--- config.mk ---
export PLATFORM = sky130hd
export DESIGN_NAME = piso_serializer
export DESIGN_NICKNAME = d
export VERILOG_FILES = /design/src/rtl/piso_serializer.sv
export SDC_FILE = /design/constraint.sdc
export NUM_CORES = 1
export LEC_CHECK = 0
export BUFFER_PORTS_ARGS = -buffer_cell sky130_fd_sc_hd__buf_2
export CORE_ASPECT_RATIO = 0.8
export CORE_MARGIN = 2
export CORE_UTILIZATION = 54
export DETAILED_ROUTE_END_ITERATION = 12
export PLACE_DENSITY = 0.77
export SLEW_MARGIN = 30
export SYNTH_ARGS = -nofsm -noshare
export SYNTH_HDL_FRONTEND = slang
export SYNTH_SLANG_ARGS = --single-unit
--- constraint.sdc ---
create_clock -name clk -period 1.9 [get_ports clk]
set_input_delay 0.38 -clock clk [delete_from_list [all_inputs] [get_ports clk]]
set_output_delay 0.38 -clock clk [all_outputs]
set_load 0.1 [all_outputs]
--- src/rtl/piso_serializer.sv ---
// piso_serializer: parallel-in / serial-out stage for the 0110 sequence detectors.
//   A word taken over valid/ready goes into a one-word holding register. It is then
//   shifted out one bit per clock on bit_o. When the last bit leaves and another word
//   is already held, that word is reloaded on the same edge, so there is no idle gap.
// Ports:
//   clk          in   single clock, all state on posedge
//   rstn         in   asynchronous active-low reset
//   data_i       in   parallel word, sampled only on handshake
//   valid_i      in   upstream word valid
//   ready_o      out  holding register empty
//   clr_i        in   synchronous abort of held and shifting words
//   bit_o        out  serial data (IDLE_BIT when not shifting)
//   bit_valid_o  out  bit_o carries a data bit this cycle
//   busy_o       out  a word is held or shifting
//
// state | meaning
// IDLE  | nothing shifting; bit_o = IDLE_BIT
// SHIFT | word in shift register, bit cnt on bit_o
module piso_serializer #(
  parameter int   WIDTH     = 8,
  parameter bit   MSB_FIRST = 1'b1,
  parameter logic IDLE_BIT  = 1'b1
) (
  input  logic             clk,
  input  logic             rstn,
  input  logic [WIDTH-1:0] data_i,
  input  logic             valid_i,
  output logic             ready_o,
  input  logic             clr_i,
  output logic             bit_o,
  output logic             bit_valid_o,
  output logic             busy_o
);

  localparam int CNT_W = (WIDTH > 1) ? $clog2(WIDTH) : 1;
  localparam logic [CNT_W-1:0] CNT_LAST = CNT_W'(WIDTH - 1);

  typedef enum logic {IDLE = 1'b0, SHIFT = 1'b1} state_t;

  state_t           state_q, state_d;
  logic [WIDTH-1:0] hold_q, hold_d;
  logic             hold_valid_q, hold_valid_d;
  logic [WIDTH-1:0] shift_q, shift_d;
  logic [CNT_W-1:0] cnt_q, cnt_d;
  logic             accept;
  logic [WIDTH-1:0] shift_next;

  always_ff @(posedge clk or negedge rstn) begin
    if (!rstn) begin
      state_q      <= IDLE;
      hold_q       <= '0;
      hold_valid_q <= 1'b0;
      shift_q      <= '0;
      cnt_q        <= '0;
    end else begin
      state_q      <= state_d;
      hold_q       <= hold_d;
      hold_valid_q <= hold_valid_d;
      shift_q      <= shift_d;
      cnt_q        <= cnt_d;
    end
  end

  // ready_o depends only on registered state, so accept has no path through ready.
  assign ready_o = !hold_valid_q;
  assign accept  = valid_i & ready_o & !clr_i;

  assign shift_next = MSB_FIRST ? {shift_q[WIDTH-2:0], 1'b0}
                                : {1'b0, shift_q[WIDTH-1:1]};

  always_comb begin
    state_d      = state_q;
    hold_d       = hold_q;
    hold_valid_d = hold_valid_q;
    shift_d      = shift_q;
    cnt_d        = cnt_q;

    if (clr_i) begin
      state_d      = IDLE;
      hold_d       = '0;
      hold_valid_d = 1'b0;
      shift_d      = '0;
      cnt_d        = '0;
    end else begin
      // accept only happens with hold empty, so it never collides with the
      // hold->shift transfers below (those require hold_valid_q).
      if (accept) begin
        hold_d       = data_i;
        hold_valid_d = 1'b1;
      end
      case (state_q)
        IDLE: begin
          if (hold_valid_q) begin
            state_d      = SHIFT;
            shift_d      = hold_q;
            hold_valid_d = 1'b0;
            cnt_d        = '0;
          end
        end
        SHIFT: begin
          if (cnt_q != CNT_LAST) begin
            cnt_d   = cnt_q + CNT_W'(1);
            shift_d = shift_next;
          end else if (hold_valid_q) begin
            shift_d      = hold_q;
            hold_valid_d = 1'b0;
            cnt_d        = '0;
          end else begin
            state_d = IDLE;
            cnt_d   = '0;
          end
        end
        default: state_d = IDLE;
      endcase
    end
  end

  assign bit_valid_o = (state_q == SHIFT);
  assign busy_o      = (state_q == SHIFT) | hold_valid_q;
  assign bit_o       = (state_q == SHIFT) ? (MSB_FIRST ? shift_q[WIDTH-1] : shift_q[0])
                                          : IDLE_BIT;

endmodule
## Word level (Yosys, flattened, before mapping)

Index checks and enable logic that the tools add are counted.

| storage, ports and cells | value |
|---|---|
| output and inout port bits | 4 |
| register bits after elaboration | 21 |
| input bits | 12 |

| operators by class | value |
|---|---|
| equality and inequality tests | 2 |
| reduce and logical (&&, ||, !) cells | 3 |
| bitwise logic cells | 4 |
| add/sub/neg operators | 1 |
| muxes and demuxes | 20 |

Operators by type and width:

| kind | number |
|---|---|
| $mux 8 | 5 |
| $pmux 8 s2 | 1 |
| $mux 3 | 3 |
| $mux 1 | 8 |
| $ne 3x3->1 const B | 2 |
| $pmux 3 s2 | 1 |
| $pmux 1 s2 | 2 |
| $add 3x1->3 const B | 1 |
| $and 1x1->1 | 2 |
| $logic_not 1->1 | 2 |
| $reduce_bool 2->1 | 1 |
| $not 1->1 | 1 |
| $or 1x1->1 | 1 |

## Logic depth before layout (Yosys ltp)

Gate-level depths: netlist of run 1.

| logic depth | value |
|---|---|
| depth in word-level cells | 8 |
| depth in mapped cells | 7 |
| mapped depth without buffers | 5 |

## Least setup slack after synthesis of run 1

No wires, ideal clock.

| timing | value |
|---|---|
| path type | reg2out |
| from | register state_q, in the netlist bit_valid_o |
| to | output busy_o |
| stages on the path, launching flop included | 3 |
| data required time | 1.520 ns |
| path buffers | 0 |
| arrival time | 1.831 ns |
| slack | -0.311 ns |
| path through | dfrtp_1 nor2_1 inv_1 |

| between the ends | value |
|---|---|
| cells in the longest elaborated chain, start to end | 1 |

Ends and longest elaborated chain:

| element | RTL line | source |
|---|---|---|
| start, declared | 40 | `state_t state_q, state_d;` |
| start signal, assigned | 56 | `state_q <= state_d;` |
| $or 1x1->1 | 119 | `assign busy_o = (state_q == SHIFT) \| hold_valid_q;` |
| end, declared | 32 | `output logic busy_o` |

Every way passes these cells.

## Worst setup path after layout of run 1

| timing | value |
|---|---|
| from | register hold_valid_q |
| to | output ready_o |

| between the ends | value |
|---|---|
| cells in the longest elaborated chain, start to end | 1 |

Ends and longest elaborated chain:

| element | RTL line | source |
|---|---|---|
| start, declared | 42 | `logic hold_valid_q, hold_valid_d;` |
| start signal, assigned | 58 | `hold_valid_q <= hold_valid_d;` |
| $logic_not 1->1 | 65 | `assign ready_o = !hold_valid_q;` |
| end, declared | 28 | `output logic ready_o,` |

Every way passes these cells.

==> flow_metrics.env, run 1 <==
export IMPL_outcome="complete, but fails checks"
export IMPL_violations="hold timing"
export IMPL_p_sw_w=0.000287
export IMPL_clock_skew_ns=0.0136
export IMPL_finalHoldViolations=12
export IMPL_p_leak_nw=0.548
export IMPL_worstSetupPathType="reg2out"
export IMPL_placedInstanceArea_um2=1110
export IMPL_path_max_fanout=9
export IMPL_synthTopCellsByCount="dfrtp_1 (21), nand2_1 (16), nor2_1 (11), a21oi_1 (10)"
export IMPL_synthArstFlopShare=1.00
export IMPL_avgRoutedWirePerCell_um=13.9
export IMPL_yosysUniqueCellTypes=21
export IMPL_rsz0062_at_grt="false"
export IMPL_post_dp_hpwl_mm=1.33
export IMPL_rows=14
export IMPL_die_y_um=42.8
export IMPL_p_comb_frac=0.209
export IMPL_p_sw_frac=0.318
export IMPL_whs_ns=-0.00588
export IMPL_cts_tree="built"
export IMPL_grt_max_degree=22
export IMPL_ys_ff_latch=21
export IMPL_wirelength_mm=1.87
export IMPL_vdd_drop_max_uv=453
export IMPL_io_pins=16
export IMPL_drcViolationCount=0
export IMPL_drv_slew=0
export IMPL_synth_edf_count=0
export IMPL_reg2reg_slack_ns=0.42
export IMPL_ant_nets=0
export IMPL_synth_warnings=0
export IMPL_syn_area_um2=1020
export IMPL_fp_dieW_um=52.5
export IMPL_cts_resized=0
export IMPL_yosysMostFrequentCell="dfrtp_1"
export IMPL_crit_arrival_ns=1.41
export IMPL_numCtsBuffers=3
export IMPL_clockBufferDepth=2
export IMPL_power_internal_w=0.000615
export IMPL_synth_ff_type="dfrtp_1"
export IMPL_seq_power_share=0.550
export IMPL_fmax_mhz=558
export IMPL_tightest_slew_ns=0.483
export IMPL_path_clk_slew_ns=0.12
export IMPL_hold_path_class="in2async"
export IMPL_drtIter0Drc=12
export IMPL_setup_worst_path_start="hold_valid_q"
export IMPL_final_area_um2=1130
export IMPL_grt_pass1_vias=728
export IMPL_cts_root_buffer="clkbuf_4"
export IMPL_hold_buffers=0
export IMPL_cp_required_ns=1.52
export IMPL_setup_viol=0
export IMPL_cp_end_kind="output pin"
export IMPL_layout_drive_gt1_share=0.291
export IMPL_tns_ns=0
export IMPL_start_kind="flip-flop"
export IMPL_clock_sinks=21
export IMPL_r2r_cells=6
export IMPL_portBuffers=15
export IMPL_synth_nets=110
export IMPL_vias=732
export IMPL_powerDensity_nw_per_um2=796
export IMPL_start_util=0.558
export IMPL_timing_rr_start="cnt_q[0]"
export IMPL_power_share_clock=0.241
export IMPL_period_share=0.944
export IMPL_synthCells=95
export IMPL_slew_headroom=0.680
export IMPL_vias_per_cell=5.46
export IMPL_gr_total_overflow=0
export IMPL_layout_nets=126
export IMPL_area_delta_synth_final_pct=11.4
export IMPL_period_minus_slack_ns=1.79
export IMPL_post_cts_buffers=0
export IMPL_ys_seq_area_frac=0.517
export IMPL_grt_first_pass_wirelength_mm=3.13
export IMPL_core_area_um2=1820
export IMPL_drv_cap=0
export IMPL_cts_max_level=1
export IMPL_dieArea_um2=2250
export IMPL_yosys_area_top_type_share=0.517
export IMPL_yosysTopAreaCell="dfrtp_1"
export IMPL_ys_top_cells_by_area="dfrtp_1 (52%), a211oi_2 (8.6%), mux2i_1 (6.9%), nand2_1 (5.9%), a21oi_1 (4.9%)"
export IMPL_routabilityCongestion=0.734
export IMPL_syn_avg_cell_area_um2=10.7
export IMPL_n_antenna_cell=0
export IMPL_r2r_end="shift_q[2]"
export IMPL_first_pass_iters=4
export IMPL_grtUsageTotal=0.199
export IMPL_antenna_found_initial=0
export IMPL_clock_latency_ns=0.32
-- through the flow --
stage / total power (W) / instances / hold slack (ns) / setup slack, ns / utilization
after global placement: 0.000687 / 130 / 0.357 / 0.489 / 0.607
final: 0.000902 / 134 / -0.00588 / 0.107 / 0.622
after global routing: 0.000945 / 134 / 0.00974 / 0.0227 / 0.622
after detailed placement: 0.000694 / 130 / 0.363 / 0.442 / 0.607
after floorplan: 0.000645 / 95 / 0.0844 / 0.0264 / -
after CTS: 0.000910 / 134 / 0.00485 / 0.0968 / 0.622
-- critical path, stage by stage (launching register included) --
cell     delay (ns)
dfrtp_1        0.53
inv_1          0.14
buf_2          0.43
-- power groups by stage --
| stage | clock (W) | sequential [W] | combinational, W |
|---|---|---|---|
| 2_1_floorplan | 0 | 0.000508 | 0.000137 |
| 3_3_place_gp | 0 | 0.000503 | 0.000185 |
| 3_5_place_dp | 0 | 0.000505 | 0.000190 |
| 4_1_cts | 0.000224 | 0.000496 | 0.000190 |
| 5_1_grt | 0.000241 | 0.000500 | 0.000204 |
| 6_report | 0.000218 | 0.000496 | 0.000188 |
-- layout make-up --
class / count / area, um2
flip-flops and latches: 21 / 527
clock inverters: 1 / 5.00
clock buffers: 3 / 22.5
repair buffers: 18 / 113
fillers: 161 / 688
well taps: 24 / 30.0
inverters: 2 / 7.51
multi-input cells: 65 / 429
-- flip-flops by register name, indices dropped and copies added, names as in the netlist --
signal,flops
bit_valid_o,1
cnt_q,3
hold_q,8
hold_valid_q,1
shift_q,8
-- metal layers --
metal	share of wire	track usage	routed length, um
met3	0.051	0.0634	95
met5	0	0	0
met4	0.019	0.103	36
met2	0.50	0.340	934
met1	0.43	0.217	802
-- placed cells by master, fill, tap and decap left out --
cell type and instances:
a22oi_1 3, a211oi_2 7, ha_1 3, a21oi_1 10
and3b_1 1, nor2_1 11, clkinv_2 1, nand3b_1 1
nor2b_1 1, buf_4 3, buf_2 14, inv_1 2
or2b_1 1, nand2_1 16, nor2_2 1, nand2b_1 2
dfrtp_2 1, dfrtp_1 20, mux2i_1 7, buf_12 1
mux2_2 1, clkbuf_4 3
-- how the worst max path moves through the flow --
stage                            end  slack (ns)
after global placement    shift_q[2]        0.49
final                        ready_o        0.11
after floorplan               busy_o        0.03
after CTS                    ready_o         0.1
after detailed placement  shift_q[2]        0.44
after global routing          busy_o        0.02
-- logic make-up (layout without fill, tap and decap cells) --
group	after synthesis	after routing	share of synthesized area
buffers and inverters	9	24	0.0615
multiplexers	8	8	0.0800
AO/OA/AOI/OAI	20	20	0.157
AND/OR/NAND/NOR	34	34	0.148
flip-flops	21	21	0.517
adder cells (fa/ha/maj)	3	3	0.0369
(Power assumes the default switching activity.)
==> run 2, diff against run 1 <==
CORE_ASPECT_RATIO = 1.1   (was 0.8)
==> run 2 against run 1 <==
Net effect: the flow now finishes without violations; critical path depth did not move; die area barely moved; final area fell by 0.77%; worst setup slack improved by 0.055 ns; clock skew fell by 0.0074 ns; sequential cell count did not move; clock-buffer cell count rose by 1; register-to-register slack improved by 0.03 ns; first-iteration DRC count rose by 8.3%; clock power barely moved; fmax rose by 3.1%; critical path type unchanged.
==> flow_metrics.env, run 2 (synthesis results as in run 1) <==
export IMPL_outcome="completed"
export IMPL_drv_slew=0
export IMPL_grt_first_pass_wirelength_mm=3.11
export IMPL_post_cts_buffers=0
export IMPL_vdd_drop_max_uv=527
export IMPL_ant_nets=0
export IMPL_vias_per_cell=5.51
export IMPL_cts_max_level=1
export IMPL_start_util=0.571
export IMPL_worstSetupPathType="reg2out"
export IMPL_cts_root_buffer="clkbuf_4"
export IMPL_r2r_end="shift_q[4]"
export IMPL_cts_resized=0
export IMPL_powerDensity_nw_per_um2=799
export IMPL_rows=16
export IMPL_final_cell_mix="dfrtp_1 (20), nand2_1 (16), buf_2 (14), nor2_1 (11), a21oi_1 (10)"
export IMPL_cp_required_ns=1.52
export IMPL_grt_max_degree=22
export IMPL_timing_rr_start="cnt_q[0]"
export IMPL_period_share=0.915
export IMPL_cp_end_kind="output pin"
export IMPL_drv_cap=0
export IMPL_n_antenna_cell=0
export IMPL_layout_nets=126
export IMPL_start_kind="flip-flop"
export IMPL_core_area_um2=1780
export IMPL_layout_drive_gt1_share=0.282
export IMPL_clockBufferDepth=2
export IMPL_io_pins=16
export IMPL_grtUsageTotal=0.190
export IMPL_setup_viol=0
export IMPL_reg_top3="hold_q (8), shift_q (8), cnt_q (3)"
export IMPL_clock_sinks=21
export IMPL_routabilityCongestion=0.726
export IMPL_area_delta_synth_final_pct=10.6
export IMPL_setup_worst_path_start="bit_valid_o"
export IMPL_power_w=0.000898
export IMPL_drcViolationCount=0
export IMPL_hold_path_class="in2async"
export IMPL_numCtsBuffers=3
export IMPL_tightest_slew_ns=0.484
export IMPL_period_minus_slack_ns=1.74
export IMPL_cp_cell_sequence="or2b_1 > buf_2"
export IMPL_vias=705
export IMPL_gr_total_overflow=0
export IMPL_drtIter0Drc=13
export IMPL_p_sw_frac=0.312
export IMPL_p_leak_nw=0.545
export IMPL_utilization=0.631
export IMPL_fillers=149
export IMPL_avgRoutedWirePerCell_um=14.0
export IMPL_power_share_clock=0.240
export IMPL_hold_buffers=0
export IMPL_dieArea_um2=2250
export IMPL_p_sw_w=0.000280
export IMPL_cpPeakStageDelay_ns=0.47
export IMPL_fp_dieW_um=45.4
export IMPL_finalHoldViolations=0
export IMPL_path_max_fanout=8
export IMPL_crit_arrival_ns=1.36
export IMPL_grt_pass1_vias=707
export IMPL_clock_latency_ns=0.31
export IMPL_p_comb_frac=0.210
export IMPL_fmax_mhz=575
export IMPL_layout_commonest_cell="dfrtp_1"
export IMPL_reg2reg_slack_ns=0.45
export IMPL_slew_headroom=0.680
export IMPL_power_internal_w=0.000618
export IMPL_tns_ns=0
export IMPL_path_clk_slew_ns=0.11
export IMPL_die_y_um=49.5
export IMPL_seq_power_share=0.550
export IMPL_first_pass_iters=4
export IMPL_r2r_cells=6
export IMPL_portBuffers=15
export IMPL_clock_skew_ns=0.00627
export IMPL_crit_slowest_cell="dfrtp_2"
export IMPL_cts_tree="built"
export IMPL_wirelength_mm=1.79
export IMPL_antenna_found_initial=0
export IMPL_rsz0062_at_grt="false"
-- run 2: changes by cell type in the layout (fill, tap and decap cells not counted) --
cell / delta
clkinv_2: -1
clkbuf_1: +1
-- run 2: how the worst max path moves through the flow --
stage                       to  slack, ns  cells after the start
floorplan               busy_o       0.03                      2
CTS                      bit_o       0.15                      2
finish                   bit_o       0.16                      2
global placement    shift_q[1]       0.50                      6
global route            busy_o       0.09                      3
detailed placement  shift_q[1]       0.45                      6
-- run 2: power by group through the flow --
stage	clock network, W	logic, W	registers, W
after floorplan	0	0.000137	0.000508
after global routing	0.000236	0.000206	0.000498
after CTS	0.000224	0.000191	0.000494
after detailed placement	0	0.000191	0.000503
after global placement	0	0.000185	0.000501
final	0.000215	0.000189	0.000494
-- run 2: through the flow --
stage | hold slack, ns | cell area, um2 | cells | worst slack, ns
floorplan | 0.0844 | 1020 | 95 | 0.0264
finish | 0.00636 | 1120 | 128 | 0.161
CTS | 0.0206 | 1120 | 128 | 0.149
global placement | 0.361 | 1100 | 124 | 0.498
detailed placement | 0.364 | 1100 | 124 | 0.454
global route | 0.0199 | 1120 | 128 | 0.0864
-- run 2: critical path, delay by kind of cell (launching register included) --
family        cells  cell delay [ns]
simple gates      1             0.17
flops             1             0.47
buf+inv           1             0.41
-- run 2: per-layer routing --
layer  part of all wire  vias up  global-route usage  routed length [um]
met1               0.49      337               0.266                 881
li1                   -      349                   -                   -
met4              0.016        0              0.0735                  29
met2               0.46       15               0.296                 834
met3              0.027        4              0.0220                  49
met5                  0        -                   0                   0
-- run 2: final cells by class --
| class | instances | area (um2) | share of cell area |
|---|---|---|---|
| Timing Repair Buffer | 18 | 113 | 0.100 |
| Sequential cell | 21 | 527 | 0.468 |
| Clock buffer | 4 | 26.3 | 0.0234 |
| Tap cell | 18 | 22.5 | 0.0200 |
| Inverter | 2 | 7.51 | 0.00667 |
| Multi-Input combinational cell | 65 | 429 | 0.382 |
